[src/rtl/inst_fetch_unit.sv]
// Instruction fetch stage: PC, single-outstanding imem request channel and a small
// {pc, instr} FIFO feeding decode. Redirects flush the FIFO and squash in-flight fetches.
module inst_fetch_unit #(
    parameter int unsigned     XLEN     = 32,
    parameter logic [XLEN-1:0] RESET_PC = '0,
    parameter int unsigned     DEPTH    = 2
) (
    input  logic            clk,
    input  logic            rst_n,
    output logic            imem_req_valid_o,
    input  logic            imem_req_ready_i,
    output logic [XLEN-1:0] imem_req_addr_o,
    input  logic            imem_rsp_valid_i,
    input  logic [31:0]     imem_rsp_data_i,
    input  logic            redirect_valid_i,
    input  logic [XLEN-1:0] redirect_pc_i,
    output logic            id_valid_o,
    input  logic            id_ready_i,
    output logic [31:0]     id_instr_o,
    output logic [XLEN-1:0] id_pc_o,
    output logic [6:0]      id_opcode_o
);

    localparam int unsigned PtrW = (DEPTH > 1) ? $clog2(DEPTH) : 1;
    localparam int unsigned CntW = $clog2(DEPTH + 1);

    localparam logic [1:0] ST_REQ  = 2'd0;
    localparam logic [1:0] ST_WAIT = 2'd1;
    localparam logic [1:0] ST_DROP = 2'd2;

    logic [1:0]      state_q, state_d;
    logic [XLEN-1:0] pc_q, pc_d;
    logic [XLEN-1:0] req_pc_q, req_pc_d;
    logic            run_q;
    logic [PtrW-1:0] rd_ptr_q, rd_ptr_d;
    logic [PtrW-1:0] wr_ptr_q, wr_ptr_d;
    logic [CntW-1:0] count_q, count_d;

    logic [XLEN-1:0] pc_mem    [DEPTH];
    logic [31:0]     instr_mem [DEPTH];

    logic req_fire;
    logic push;
    logic pop;
    logic unused_redirect_lsb;

    assign unused_redirect_lsb = ^redirect_pc_i[1:0];

    // run_q keeps the request channel quiet until the first clock after reset release.
    always_comb begin
        imem_req_valid_o = run_q && (state_q == ST_REQ) && (count_q < CntW'(DEPTH));
        imem_req_addr_o  = pc_q;
        req_fire         = imem_req_valid_o && imem_req_ready_i;
        id_valid_o       = (count_q != '0);
        push             = (state_q == ST_WAIT) && imem_rsp_valid_i && !redirect_valid_i;
        pop              = id_valid_o && id_ready_i && !redirect_valid_i;
        id_instr_o       = id_valid_o ? instr_mem[rd_ptr_q] : '0;
        id_pc_o          = id_valid_o ? pc_mem[rd_ptr_q] : '0;
        id_opcode_o      = id_instr_o[6:0];
    end

    always_comb begin
        state_d  = state_q;
        pc_d     = pc_q;
        req_pc_d = req_pc_q;
        case (state_q)
            ST_REQ: begin
                if (req_fire) begin
                    req_pc_d = pc_q;
                    pc_d     = pc_q + XLEN'(4);
                    state_d  = redirect_valid_i ? ST_DROP : ST_WAIT;
                end
            end
            ST_WAIT: begin
                if (imem_rsp_valid_i) begin
                    state_d = ST_REQ;
                end else if (redirect_valid_i) begin
                    state_d = ST_DROP;
                end
            end
            ST_DROP: begin
                if (imem_rsp_valid_i) begin
                    state_d = ST_REQ;
                end
            end
            default: state_d = ST_REQ;
        endcase
        if (redirect_valid_i) begin
            pc_d = {redirect_pc_i[XLEN-1:2], 2'b00};
        end
    end

    always_comb begin
        rd_ptr_d = rd_ptr_q;
        wr_ptr_d = wr_ptr_q;
        count_d  = count_q;
        if (redirect_valid_i) begin
            rd_ptr_d = '0;
            wr_ptr_d = '0;
            count_d  = '0;
        end else begin
            if (push) begin
                wr_ptr_d = (wr_ptr_q == PtrW'(DEPTH - 1)) ? '0 : wr_ptr_q + PtrW'(1);
            end
            if (pop) begin
                rd_ptr_d = (rd_ptr_q == PtrW'(DEPTH - 1)) ? '0 : rd_ptr_q + PtrW'(1);
            end
            if (push && !pop) begin
                count_d = count_q + CntW'(1);
            end else if (pop && !push) begin
                count_d = count_q - CntW'(1);
            end
        end
    end

    always_ff @(posedge clk or negedge rst_n) begin
        if (!rst_n) begin
            state_q  <= ST_REQ;
            pc_q     <= RESET_PC;
            req_pc_q <= '0;
            run_q    <= 1'b0;
            rd_ptr_q <= '0;
            wr_ptr_q <= '0;
            count_q  <= '0;
        end else begin
            state_q  <= state_d;
            pc_q     <= pc_d;
            req_pc_q <= req_pc_d;
            run_q    <= 1'b1;
            rd_ptr_q <= rd_ptr_d;
            wr_ptr_q <= wr_ptr_d;
            count_q  <= count_d;
        end
    end

    // Storage is only read under id_valid, so it needs no reset.
    always_ff @(posedge clk) begin
        if (push) begin
            pc_mem[wr_ptr_q]    <= req_pc_q;
            instr_mem[wr_ptr_q] <= imem_rsp_data_i;
        end
    end

endmodule

[config.mk]
export PLATFORM = sky130hd
export DESIGN_NAME = inst_fetch_unit
export DESIGN_NICKNAME = d
export VERILOG_FILES = /design/src/rtl/inst_fetch_unit.sv
export SDC_FILE = /design/constraint.sdc
export NUM_CORES = 1
export LEC_CHECK = 0
export ABC_AREA = 1
export CAP_MARGIN = 20
export CORE_MARGIN = 4
export CORE_UTILIZATION = 51
export CTS_CLUSTER_SIZE = 8
export DETAILED_ROUTE_END_ITERATION = 6
export HOLD_SLACK_MARGIN = 0.08
export PLACE_DENSITY = 0.78
export SLEW_MARGIN = 25
export SYNTH_ARGS = -nofsm -noshare
export SYNTH_HDL_FRONTEND = slang
export SYNTH_SLANG_ARGS = --single-unit
[constraint.sdc]
create_clock -name clk -period 7.4 [get_ports clk]
set_clock_uncertainty 0.1 [all_clocks]
set_input_delay 1.48 -clock clk [delete_from_list [all_inputs] [get_ports clk]]
set_output_delay 1.48 -clock clk [all_outputs]
set_load 0.1 [all_outputs]
# Word level (Yosys, flattened, before mapping)
# Memories as Yosys holds them, arrays and structs flattened.
# Index checks and enable logic that the tools add are counted.
# W data, S select, Z words.
totals:
  regBits: 71
  latch_bits: 0
  mem_bits_rw: 128
  rom_bits: 0
  inputBits: 70
  elab_cells: 64
  memories: 2
mem_list:
  columns: ["name", "depth", "width", "read_ports", "rd_clocked_by_memory_dff", "write_ports", "line", "source"]
  rows:
  - ["instr_mem", 2, 32, 1, 0, 1, "40", "logic [31:0] instr_mem [DEPTH];"]
  - ["pc_mem", 2, 32, 1, 0, 1, "39", "logic [XLEN-1:0] pc_mem [DEPTH];"]
classes:
  add_sub_neg: 5
  multipliers: 0
  n_div: 0
  order_cmp: 1
  eq_ne: 5
  shift: 0
  mux: 22
  bitwise: 0
  reduce_logical: 22
ops:
  columns: ["operator", "count"]
  rows:
  - ["$mux W32", 5]
  - ["$add A32 B3 Y32 const B", 1]
  - ["$mux W2", 8]
  - ["$reduce_bool A2 Y1", 5]
  - ["$logic_and A1 B1 Y1", 9]
  - ["$mux W1", 8]
  - ["$pmux W2 S3", 1]
  - ["$ne A2 B2 Y1 const B", 2]
  - ["$reduce_and A2 Y1", 2]
  - ["$logic_not A1 Y1", 3]
  - ["$ne A3 B3 Y1 const B", 1]
  - ["$reduce_and A3 Y1", 1]
  - ["$reduce_bool A3 Y1", 1]
  - ["$add A1 B1 Y1 const B", 2]
  - ["$add A2 B1 Y2 const B", 1]
  - ["$eq A2 B1 Y1 const B", 1]
  - ["$eq A2 B2 Y1 const B", 1]
  - ["$logic_not A2 Y1", 1]
  - ["$lt A2 B2 Y1 const B", 1]
  - ["$sub A2 B1 Y2 const B", 1]

# Logic depth before layout (Yosys ltp)
depth:
  depth_word: 8
  mapped_depth: 9

# Least setup slack after synthesis
# No wires, ideal clock.
synth_path:
  path_kind: "input to register"
  startpoint: "input redirect_valid_i"
  endpoint: "memory instr_mem[1][0] (enable)"
  setup_time_ps: 559
  t_arrival_ps: 6059
  setup_slack_ps: 682
  cell_stages: 4
  n_path_buf: 1
  cell_sequence: "buf_2 > inv_2 > nand2_1 > nor3_1"
synth_between:
  elab_chain_cells: 4
synth_rtl:
  columns: ["item", "line", "source"]
  rows:
  - ["start: declaration", "15", "input logic redirect_valid_i,"]
  - ["$logic_not A1 Y1", "55", "push = (state_q == ST_WAIT) && imem_rsp_valid_i && !redirect_valid_i;"]
  - ["$logic_and A1 B1 Y1", "55", null]
  - ["$mux W1", "138", "if (push) begin"]
  - ["$mux W1 (implied by the code)", "140", "instr_mem[wr_ptr_q] <= imem_rsp_data_i;"]
  - ["end: declaration", "40", null]
# Every way passes these cells.

# Worst setup path after layout
layout_path:
  startpoint: "register rd_ptr_q"
  endpoint: "output id_pc_o[11]"
layout_between:
  elab_chain_cells: 2
layout_rtl:
  columns: ["item", "line", "source"]
  rows:
  - ["start: declaration", "35", "logic [PtrW-1:0] rd_ptr_q, rd_ptr_d;"]
  - ["start signal: assignment", "130", "rd_ptr_q <= rd_ptr_d;"]
  - ["$mem_v2 Z2 W32", null, null]
  - ["$mux W32", "58", "id_pc_o = id_valid_o ? pc_mem[rd_ptr_q] : '0;"]
  - ["end: declaration", "20", "output logic [XLEN-1:0] id_pc_o,"]
# Every way passes these cells.

==> flow_summary.toml <==
[status]
status = "completed"

[power_and_ir_drop]
p_seq_share_pct = 31.1
p_per_area_nw_per_um2 = 427.1
p_total_mw = 4.599
clock_power_share_pct = 18.1
p_int_mw = 2.250
power.switching_mw = 2.349
p_sw_share_pct = 51.08
p_comb_share_pct = 50.8
ir_worst_vdd_v = 0.0002548
p_leak_nw = 4.289

[grt]
grt_max_degree = 68
antenna_found_initial = 0
grt_first_pass_wirelength_mm = 30.45
grt.total_usage_pct = 20.98
grt_overflow = 0
grt_pass1_vias = 6164

[sta]
final_max_slew_viol_count = 0
layout_min_cycle_time_ns = 4.784
slew_headroom_pct = 28.71
min_period_over_period_pct = 64.65
timing.setup.tns_ns = 0
final_hold_viol_count = 0
finalSetupViolations = 0
worst_pin_slew_ns = 1.066
clock.fmax_mhz = 209.0
rsz0062_at_grt = "no"

[cells_and_area]
drive_above_1_share_pct = 7.269
final_cell_mix = "299 x nand2_1, 167 x clkdlybuf4s50_1, 124 x edfxtp_1"
fin_cells = 1234
area_delta_synth_final_pct = 28.10
nets = 1076
diodes = 0
layout_commonest_cell = "nand2_1"

[floorplanning]
initial_core_util_pct = 52.53
die_w_um = 136.4
ios = 175
core.rowCount = 46
die_area_um2 = 18600
die_height_um = 136.4
core_area_um2 = 16000

[clock_network]
clkSinkCount = 191
cts_tree = "done"
clock-root-buffer = "clkbuf_16"
h-tree-depth = 4
clkLatencyLatePin_ns = 0.42
cts_resized = 0
cts.clk_slew.worst_paths_ns = 0.07
cts_buffers = 17
cts_setup_buffers = 0
clock_path_buffers = 2
cts_hold_buf = 0

[placed_design]
dp_cells = 1202
gp_congestion = 0.9226
port_buffers = 168
dp_hpwl_mm = 13.07

[setup_path]
path_buf_inv = 3
critPathLaunchType = "register"
crit_path_max_incr_delay_ns = 1.18
crit_arrival_ns = 3.20
cp.required_ns = 5.82
regToRegSetupSlack_ns = 4.78
critPathKind = "reg -> out"
worstPathCellList = "inv_2 -> buf_4 -> nand2_1 -> a21oi_1 -> clkdlybuf4s50_1"
cp_slowest_cell = "clkdlybuf4s50_1"
path_delay_family = "buffers and inverters"
cp-end-kind = "primary output"
path_max_fanout = 34

[hold_path]
hold_path.class = "reg -> reg"

[synthesis]
synth-seq-area-share_pct = 64.25
avgSynthCellArea_um2 = 9.877
syn_inst = 851
synthDistinctLibCells = 34
synth_top_area_share_pct = 44.30
ys.warnings.count = 0
synth_top_area_cell = "edfxtp_1"
synth.area.top_cells = "edfxtp_1 44%, dfrtp_1 20%, nand2_1 13%"
synth-seq-cells = 191
synth_area_um2 = 8406

[route]
drc = 0
wl_per_cell_um = 15.53
finalWirelength_mm = 19.16
antenna_left = 0
drt_iter0_drc = 458
viasPerCell = 5.173
first_pass_iters = 5
num_vias = 6384

[flow_run]
drv_cap = 0
-- cell usage after synthesis --
cell type	number
a21oi_1	63
and2_1	2
buf_1	1
buf_2	4
buf_4	13
buf_6	2
clkbuf_1	25
conb_1	2
dfrtp_1	67
edfxtp_1	124
ha_1	1
inv_1	57
inv_2	6
nand2_1	299
nand2_2	7
nand2_4	3
nand3_1	52
nand3_4	1
nand3b_1	1
nor2_1	33
nor2_2	6
nor2_4	6
nor2_8	3
nor3_1	1
nor4_1	1
o2111ai_1	1
o211ai_1	7
o21ai_0	49
o21ai_1	7
o21bai_1	1
o22ai_1	1
o31ai_1	1
xnor2_1	1
xor2_1	3
-- final cells by class --
type                    count  area, um^2
clock buffers              24       491.7
clock inverters             8       56.30
fillers                  1287        5233
inverters                  63       236.5
multi-input cells         555        2555
flip-flops and latches    191        5401
well taps                 216       270.3
repair buffers            177        1757
-- power by group through the flow --
stage	combinational (mW)	clock, mW	sequential [mW]
3_3_place_gp	2.31	0	1.44
4_1_cts	2.34	0.850	1.43
3_5_place_dp	2.34	0	1.45
2_1_floorplan	1.63	0	1.61
6_report	2.33	0.835	1.43
5_1_grt	2.44	0.892	1.45
-- worst reg2reg max path, stage by stage, from the launching register on --
cell,delay (ns)
dfrtp_1,0.51
nor2_4,0.17
nand3_4,0.46
nand2_1,0.84
inv_2,0.22
nand2_1,0.11
o211ai_1,0.09
-- flip-flops by register name, summed over array words and instances, names as in the netlist --
register and flops:
rd_ptr_q 1, pc_mem 60, count_q 2, req_pc_q 30, imem_req_addr_o 30, instr_mem 64
state_q 2, wr_ptr_q 1, run_q 1
-- path summary, 6_finish.rpt --
kind | from | endpoint | depth (start not counted)
worst max-delay path | rd_ptr_q | id_pc_o[11] | 5
worst min-delay path | req_pc_q[19] | pc_mem[1][19] | 0
worst max register to register | count_q[1] | imem_req_addr_o[4] | 6
worst min register to register | req_pc_q[19] | pc_mem[1][19] | 0
max in group asynchronous | rst_n | rd_ptr_q | 2
min in group asynchronous | rst_n | run_q | 2
-- kinds of logic after synthesis --
group / count (synthesis) / share of synthesized area, %
buffers and inverters: 108 / 5.642
AOI/OAI and AO/OA: 130 / 8.068
other: 2 / 0.08935
adders and majority gates: 1 / 0.1488
and+or+nand+nor: 415 / 21.39
DFF: 191 / 64.25
xor gates and xnor gates: 4 / 0.4169
-- per-stage QoR --
step	worst slack, ns	utilization [%]	instance area [um^2]	hold slack [ns]
final	2.616	67.30	10770	0.3668
after global routing	2.417	67.30	10770	0.3818
after CTS	2.572	67.30	10770	0.3677
after detailed placement	3.022	63.87	10220	0.3525
after global placement	3.018	63.75	10200	0.3486
after floorplan	0.6824	-	8417	0.3424
-- per-layer routing --
layer  vias to the layer above  GRT usage (%)  part of all wire, %  wire length [um]
li1                       3114              -                    -                 -
met1                      3029          27.38                   43              8249
met2                       219          35.22                   48              9196
met3                        22          4.552                  7.3              1405
met4                         0          6.663                  1.6               306
met5                         -              0                    0                 0
Note: power is estimated with default switching activity, not from simulation.
